## src/rtl/imem_loader.sv

```systemverilog
// imem_loader: streams bytes into instruction memory as big-endian 32-bit words,
// written sequentially from word 0, and holds the CPU until the image is loaded.
//
// Ports:
//   clock, reset_n        rising-edge clock, asynchronous active-low reset
//   start                 one-cycle pulse that begins or restarts a load
//   ld_valid/ld_data/ld_last/ld_ready   byte stream handshake (ld_last marks final byte)
//   imem_we/imem_addr/imem_wdata        instruction memory write port (byte address)
//   prog_size             number of words written
//   load_done / load_err  image complete / image exceeded 2**ADDR_W words
//   checksum              wrapping sum of written words (IMEM_LOADER_CHECKSUM_EN), else 0
//
// Optional feature macro: IMEM_LOADER_CHECKSUM_EN
module imem_loader #(
    parameter int unsigned ADDR_W = 10
) (
    input  logic        clock,
    input  logic        reset_n,
    input  logic        start,
    input  logic        ld_valid,
    input  logic [7:0]  ld_data,
    input  logic        ld_last,
    output logic        ld_ready,
    output logic        imem_we,
    output logic [31:0] imem_addr,
    output logic [31:0] imem_wdata,
    output logic [31:0] prog_size,
    output logic        load_done,
    output logic        load_err,
    output logic [31:0] checksum
);

    localparam int unsigned DEPTH  = 2 ** ADDR_W;
    localparam int unsigned WCNT_W = ADDR_W + 1;

    localparam logic [2:0] S_IDLE    = 3'd0;
    localparam logic [2:0] S_COLLECT = 3'd1;
    localparam logic [2:0] S_WRITE   = 3'd2;
    localparam logic [2:0] S_DONE    = 3'd3;
    localparam logic [2:0] S_ERROR   = 3'd4;

    logic [2:0]        state_q, state_n;
    logic [1:0]        byte_cnt_q, byte_cnt_n;
    logic [WCNT_W-1:0] word_cnt_q, word_cnt_n;
    logic [31:0]       shift_q, shift_n;
    logic              last_q, last_n;

    logic              ld_ready_n, imem_we_n, load_done_n, load_err_n;
    logic [31:0]       imem_addr_n, imem_wdata_n, prog_size_n;

`ifdef IMEM_LOADER_CHECKSUM_EN
    logic [31:0]       csum_q, csum_n;
    assign checksum = csum_q;
`else
    assign checksum = 32'd0;
`endif

    // State and registered outputs; reset drops imem_we without waiting for a clock
    always_ff @(posedge clock or negedge reset_n) begin
        if (!reset_n) begin
            state_q    <= S_IDLE;
            byte_cnt_q <= 2'd0;
            word_cnt_q <= '0;
            shift_q    <= 32'd0;
            last_q     <= 1'b0;
            ld_ready   <= 1'b0;
            imem_we    <= 1'b0;
            imem_addr  <= 32'd0;
            imem_wdata <= 32'd0;
            prog_size  <= 32'd0;
            load_done  <= 1'b0;
            load_err   <= 1'b0;
`ifdef IMEM_LOADER_CHECKSUM_EN
            csum_q     <= 32'd0;
`endif
        end else begin
            state_q    <= state_n;
            byte_cnt_q <= byte_cnt_n;
            word_cnt_q <= word_cnt_n;
            shift_q    <= shift_n;
            last_q     <= last_n;
            ld_ready   <= ld_ready_n;
            imem_we    <= imem_we_n;
            imem_addr  <= imem_addr_n;
            imem_wdata <= imem_wdata_n;
            prog_size  <= prog_size_n;
            load_done  <= load_done_n;
            load_err   <= load_err_n;
`ifdef IMEM_LOADER_CHECKSUM_EN
            csum_q     <= csum_n;
`endif
        end
    end

    // Next-state and next-output logic
    always_comb begin
        state_n      = state_q;
        byte_cnt_n   = byte_cnt_q;
        word_cnt_n   = word_cnt_q;
        shift_n      = shift_q;
        last_n       = last_q;
        ld_ready_n   = ld_ready;
        imem_we_n    = 1'b0;
        imem_addr_n  = imem_addr;
        imem_wdata_n = imem_wdata;
        prog_size_n  = prog_size;
        load_done_n  = load_done;
        load_err_n   = load_err;
`ifdef IMEM_LOADER_CHECKSUM_EN
        csum_n       = csum_q;
`endif

        case (state_q)
            S_IDLE, S_DONE, S_ERROR: begin
                if (start) begin
                    state_n     = S_COLLECT;
                    byte_cnt_n  = 2'd0;
                    word_cnt_n  = '0;
                    shift_n     = 32'd0;
                    last_n      = 1'b0;
                    prog_size_n = 32'd0;
                    load_done_n = 1'b0;
                    load_err_n  = 1'b0;
                    ld_ready_n  = 1'b1;
`ifdef IMEM_LOADER_CHECKSUM_EN
                    csum_n      = 32'd0;
`endif
                end
            end

            S_COLLECT: begin
                if (ld_valid && ld_ready) begin
                    // First byte clears the low bytes so a short final word is zero-padded
                    case (byte_cnt_q)
                        2'd0:    shift_n        = {ld_data, 24'h0};
                        2'd1:    shift_n[23:16] = ld_data;
                        2'd2:    shift_n[15:8]  = ld_data;
                        default: shift_n[7:0]   = ld_data;
                    endcase
                    byte_cnt_n = byte_cnt_q + 2'd1;
                    if (byte_cnt_q == 2'd3 || ld_last) begin
                        state_n      = S_WRITE;
                        last_n       = ld_last;
                        ld_ready_n   = 1'b0;
                        imem_we_n    = 1'b1;
                        imem_addr_n  = 32'(word_cnt_q) << 2;
                        imem_wdata_n = shift_n;
                    end
                end
            end

            S_WRITE: begin
                word_cnt_n  = word_cnt_q + WCNT_W'(1);
                prog_size_n = 32'(word_cnt_q) + 32'd1;
                byte_cnt_n  = 2'd0;
                shift_n     = 32'd0;
`ifdef IMEM_LOADER_CHECKSUM_EN
                csum_n      = csum_q + shift_q;
`endif
                if (last_q) begin
                    state_n     = S_DONE;
                    load_done_n = 1'b1;
                end else if (word_cnt_q == WCNT_W'(DEPTH - 1)) begin
                    state_n    = S_ERROR;
                    load_err_n = 1'b1;
                end else begin
                    state_n    = S_COLLECT;
                    ld_ready_n = 1'b1;
                end
            end

            default: begin
                state_n    = S_IDLE;
                ld_ready_n = 1'b0;
            end
        endcase
    end

endmodule

```

## config.mk

```make
export PLATFORM = sky130hd
export DESIGN_NAME = imem_loader
export DESIGN_NICKNAME = d
export VERILOG_FILES = /design/src/rtl/imem_loader.sv
export SDC_FILE = /design/constraint.sdc
export NUM_CORES = 1
export LEC_CHECK = 0
export CAP_MARGIN = 20
export CORE_AREA = 3 3 122 124
export CTS_CLUSTER_DIAMETER = 60
export DETAILED_ROUTE_END_ITERATION = 7
export DIE_AREA = 0 0 125 127
export HOLD_SLACK_MARGIN = 0.06
export PLACE_DENSITY = 0.68
export SETUP_SLACK_MARGIN = 0.15
export SLEW_MARGIN = 25
export SYNTH_ARGS = -nofsm -noshare
export SYNTH_HDL_FRONTEND = slang
export SYNTH_SLANG_ARGS = --single-unit
```

## constraint.sdc

```tcl
create_clock -name clock -period 2.45 [get_ports clock]
set_input_delay 0.49 -clock clock [delete_from_list [all_inputs] [get_ports clock]]
set_output_delay 0.49 -clock clock [all_outputs]
set_load 0.02 [all_outputs]
```

### After elaboration in Yosys (flattened, before gate mapping)

Cells that the tools add are included.

* add/sub/neg operators: 3
* equal/unequal tests: 15
* multiplexer cells: 37
* reduce and logical (&&, ||, !) cells: 17

Operator list (count)
* $pmux W32 S3: 1
* $mux W32: 2
* $pmux W32 S2: 1
* $pmux W8 S2: 3
* $pmux W11 S2: 1
* $mux W3: 5
* $mux W1: 14
* $ne A2 B2 Y1 const B: 7
* $add A11 B1 Y12 const B: 1
* $reduce_and A3 Y1: 4
* $add A11 B1 Y11 const B: 1
* $eq A11 B10 Y1 const B: 1
* $mux W11: 1
* $pmux W3 S3: 1
* $mux W8: 1
* $reduce_and A4 Y1: 2
* $eq A3 B2 Y1 const B: 2
* $pmux W1 S2: 3
* $pmux W2 S3: 1
* $reduce_and A5 Y1: 1
* $eq A2 B2 Y1 const B: 2
* $mux W2: 2
* $reduce_bool A2 Y1: 2
* $eq A3 B1 Y1 const B: 1
* other kinds (12): 12

* register bits: 128
* bits of input ports: 13
* output and inout bits: 132
* word-level logic and storage cells: 84

### Logic depth before layout (Yosys ltp)

* depth after elaboration: 5
* mapped depth: 7

### Worst setup path after synthesis

No wires, ideal clock.

* path type: register -> register
* start point: register state_q[2]
* end point: register ld_ready
* arrival: 1.976 ns
* data required time: 2.324 ns
* setup slack: 0.348 ns
* cell stages (with the launch flop): 7
* path buffers: 2
* cell sequence: dfrtp_1 buf_6 or3b_1 buf_2 or3_4 or3_1 a221o_1

* word-level cells in the longest chain between the ends: 4
* elaborated cells between the ends (all ways): 13
* classes of those cells: 9 x eq/ne; 1 x mux; 3 x reduce/logical

RTL lines
* from (decl): line 42 `logic [2:0] state_q, state_n;`
* from (signal assigned): line 77 `state_q <= state_n;`
* $eq A3 B2 Y1 (tied with other cells): line 113 `case (state_q)`
* $reduce_or A3 Y1: line 113
* $ne A2 B2 Y1 (no line)
* $reduce_and A5 Y1 (no line)
* to (signal assigned): line 82 `ld_ready <= ld_ready_n;`
* to (decl): line 23 `output logic ld_ready,`

Parallel ways exist; a longest one is shown, timed or not.
A chain may end at the register's enable or synchronous reset.

### Final worst setup path

* start point: register word_cnt_q[0]
* end point: register ld_ready

* word-level cells in the longest chain between the ends: 3

RTL lines
* from (decl): line 44 `logic [WCNT_W-1:0] word_cnt_q, word_cnt_n;`
* from (signal assigned): line 79 `word_cnt_q <= word_cnt_n;`
* $eq A11 B10 Y1: line 163 `end else if (word_cnt_q == WCNT_W'(DEPTH - 1)) begin`
* $ne A2 B2 Y1 (no line)
* $reduce_and A5 Y1 (no line)

No other way between the ends.

==> reports/qor.log <==
INFO  outcome        status=completed
INFO  yosys          synth_top_flop_cell=sky130_fd_sc_hd__dfrtp_1
INFO  clock_network  root_buffer=sky130_fd_sc_hd__clkbuf_16
INFO  cells_and_area antenna_cells_inserted=0
INFO  placed_design  globalplace.congestion=0.750
INFO  worst_setup_path critical_path.max_fanout=6
INFO  die            die-area=0.0159sqmm
INFO  sta            fmax=0.475GHz
INFO  worst_setup_path worst_setup_path_end_kind=flip-flop
INFO  yosys          yosys.area.top_type_share=50.5%
INFO  placed_design  dpl_worst_slack=180ps
INFO  sta            setup_viol_count_final=0
INFO  routing        drt_iter0_markers=213
INFO  power          leakagePower=2.60nW
INFO  hold_path      holdCritPathClass=primary input to async pin
INFO  sta            tns=0ps
INFO  yosys          synth-seq-cells=97
INFO  clock_network  cts.htree.levels=3
INFO  die            chipWidth=125um
INFO  worst_setup_path worstSetupStartpointType=flip-flop
INFO  placed_design  dp.final_hpwl=7590um
INFO  sta            fin_crit_sh=86.0%
INFO  clock_network  cts-resized-gates=0
INFO  routing        ant_nets=0
INFO  die            fp.dieH=127um
INFO  routing        route.detailed.drc=0
INFO  yosys          synth_enable_flop_cells=0
INFO  sta            finalWorstPathRequiredPeriod=2110ps
INFO  die            core=0.0139sqmm
INFO  yosys          post_synth_main_area_contributors=sky130_fd_sc_hd__dfrtp_1, sky130_fd_sc_hd__buf_4, sky130_fd_sc_hd__a32o_1
INFO  routing        vias=3553
INFO  worst_setup_path worstSetupEndpoint=ld_ready$_DFFE_PN0P_
INFO  yosys          asyncSetResetFlopFracSynth=100%
INFO  clock_network  tritoncts=yes
INFO  global_route   gr-total-overflow=0
INFO  global_route   grt_pass1_wl=17600um
INFO  global_route   vias_in_the_first_global_route=3412
INFO  sta            finClkSkew=14.9ps
INFO  global_route   number_of_antenna_violations_at_the_first_check_in_global_routing=0
INFO  yosys          synth.largest_area_cell=sky130_fd_sc_hd__dfrtp_1
INFO  worst_setup_path worstSetupStartpoint=word_cnt_q[0]$_DFFE_PN0P_
INFO  yosys          synth_most_common_cell=sky130_fd_sc_hd__dfrtp_1
INFO  cells_and_area final_design_area_no_fill=0.00582sqmm
INFO  placed_design  placedInstanceArea=0.00553sqmm
INFO  routing        detailedRoute.firstPassIterationCount=5
INFO  sta            finalWorstSetupSlack=344ps
INFO  sta            slew_viol_final=0
INFO  yosys          syn_area_per_cell=10.5squm
INFO  yosys          most_numerous_cell_types_in_the_synthesized_netlist=sky130_fd_sc_hd__dfrtp_1, sky130_fd_sc_hd__buf_4, sky130_fd_sc_hd__nor2_1, sky130_fd_sc_hd__a21oi_1, sky130_fd_sc_hd__a32o_1
INFO  routing        routed_wirelength=10700um
INFO  cells_and_area drive_above_1_share=10.3%
INFO  power          ir_worst_vdd=0.000690V
INFO  die            std_cell_rows=43
INFO  worst_setup_path r2r_start=word_cnt_q[0]$_DFFE_PN0P_
INFO  sta            relSlewSlack=55.0%
INFO  sta            final.hold.worst_slack=108ps
INFO  routing        detail_route.wl_per_cell=15.0um
INFO  yosys          netlist_area=0.00481sqmm
INFO  yosys          synth.lib_cells_used.distinct=49
INFO  worst_setup_path reg_to_reg_endpoint=ld_ready$_DFFE_PN0P_
INFO  sta            pin_slew_with_the_least_headroom_to_its_limit=668ps
INFO  worst_setup_path worst-endpoint-arrival=2320ps
INFO  global_route   grtUsageTotal=13.4%
INFO  die            initial_core_util=34.7%
INFO  routing        vias_per_cell=4.98
INFO  worst_setup_path reg2reg_slack=340ps
INFO  clock_network  cts-hold-fix-buffers=0
INFO  clock_network  tritoncts.num_buffers=9
INFO  power          cellPowerDensity=1160mW/mm^2
INFO  yosys          yosysSeqAreaShare=50.5%
INFO  placed_design  buffer_ports.inserted=71
INFO  run            max_cap_viols=0
INFO  die            num_io_pins=145
INFO  sta            grt_setup_unrepaired=false
INFO  global_route   grt_max_degree=46
INFO  clock_network  clock_transition_at_path_regs=80ps
INFO  cells_and_area fillCellCount=1357
INFO  clock_network  cts.sink_count=97
INFO  cells_and_area syn_to_final_growth=21.0%
INFO  clock_network  cts_buffer_depth=2
INFO  clock_network  clk-insertion-delay-late=350ps
INFO  cells_and_area final_layout_net_count=546
INFO  clock_network  cts_post_setup_buffers_inserted=0
INFO  worst_setup_path worst_ep_required_time=2670ps
INFO  sta            final-hold-violation-count=0
INFO  worst_setup_path ff2ff_path_depth=5
INFO  yosys          ys_warn_count=0
INFO  worst_setup_path path_class=flip-flop to flip-flop
INFO  yosys          synthCells=459
cell usage in the layout, fill, tap and decap left out, types with 3 or more instances in the layout:
master / instances
sky130_fd_sc_hd__nand2_1: 16
sky130_fd_sc_hd__dfrtp_1: 97
sky130_fd_sc_hd__nor2_1: 41
sky130_fd_sc_hd__mux2_2: 12
sky130_fd_sc_hd__inv_1: 3
sky130_fd_sc_hd__and2_1: 4
sky130_fd_sc_hd__a21oi_1: 39
sky130_fd_sc_hd__clkbuf_16: 9
sky130_fd_sc_hd__conb_1: 73
sky130_fd_sc_hd__nand3_1: 6
sky130_fd_sc_hd__clkdlybuf4s50_1: 70
sky130_fd_sc_hd__o31ai_1: 6
sky130_fd_sc_hd__and3_1: 3
sky130_fd_sc_hd__ha_1: 5
sky130_fd_sc_hd__o211ai_1: 3
sky130_fd_sc_hd__mux2i_1: 8
sky130_fd_sc_hd__o22ai_1: 3
sky130_fd_sc_hd__buf_4: 22
sky130_fd_sc_hd__a32o_1: 32
sky130_fd_sc_hd__o21ai_0: 14
sky130_fd_sc_hd__a22oi_1: 23
sky130_fd_sc_hd__nand4_1: 4
where the power goes:
part	total, mW	switching (mW)	leakage (nW)	internal (mW)
Clock	1.37	0.652	0.147	0.719
Sequential	2.38	0.306	1.27	2.07
Combinational	3.00	1.70	1.18	1.29
critical path, stage by stage (launching register included):
cell,delay (ps)
sky130_fd_sc_hd__dfrtp_1,430
sky130_fd_sc_hd__ha_1,290
sky130_fd_sc_hd__nand2_1,120
sky130_fd_sc_hd__or3_4,430
sky130_fd_sc_hd__or3_1,380
sky130_fd_sc_hd__a221o_1,330
registers in the layout (all words and copies together) (netlist names):
register and cells:
imem_wdata 32, shift_q 32, imem_addr 11, word_cnt_q 10, state_q 3, byte_cnt_q 2
prog_size 2, imem_we 1, last_q 1, ld_ready 1, load_done 1, load_err 1
metal layers:
| metal | global-route usage [%] | wire [um] |
|---|---|---|
| met3 | 3.47 | 775 |
| met5 | 0 | 0 |
| met2 | 22.2 | 5120 |
| met1 | 18.0 | 4760 |
| met4 | 2.42 | 63 |
how the worst min path moves through the flow:
stage | from | end | cells past startpoint
final | reset_n | imem_wdata[17]$_DFFE_PN0P_ | 1
after CTS | reset_n | imem_wdata[17]$_DFFE_PN0P_ | 1
after floorplan | reset_n | byte_cnt_q[0]$_DFFE_PN0P_ | 0
after detailed placement | load_err$_DFFE_PN0P_ | load_err$_DFFE_PN0P_ | 2
after global routing | reset_n | imem_wdata[17]$_DFFE_PN0P_ | 1
after global placement | load_err$_DFFE_PN0P_ | load_err$_DFFE_PN0P_ | 2
final cells by class:
cell class                      instances  area, sq um  area share, %
Clock buffer                            9          225           3.87
Clock inverter                          7         70.1           1.20
Inverter                                3         11.3          0.193
Multi-Input combinational cell        323         1960           33.6
Sequential cell                        97         2430           41.7
Tap cell                              180          225           3.87
Timing Repair Buffer                   94          906           15.6
per-stage QoR:
step	util [%]	std cells	total power [mW]
5_1_grt	42.0	713	7.20
3_3_place_gp	39.8	697	5.33
2_1_floorplan	-	531	4.19
4_1_cts	42.0	713	6.81
6_report	42.0	713	6.74
3_5_place_dp	39.8	697	5.40
logic make-up (layout without fill, tap and decap cells):
group           count (synthesis)  after routing  share of synthesized area [%]
compound gates                131            131                           19.4
xor+xnor                        1              1                          0.182
fa+ha+maj                       5              5                           1.30
buf+inv                       111            113                           14.6
flops                          97             97                           50.5
mux                            20             20                           4.47
other cells                     1             73                         0.0779
simple gates                   93             93                           9.49
No activity file was read; power rests on OpenSTA's default activity.
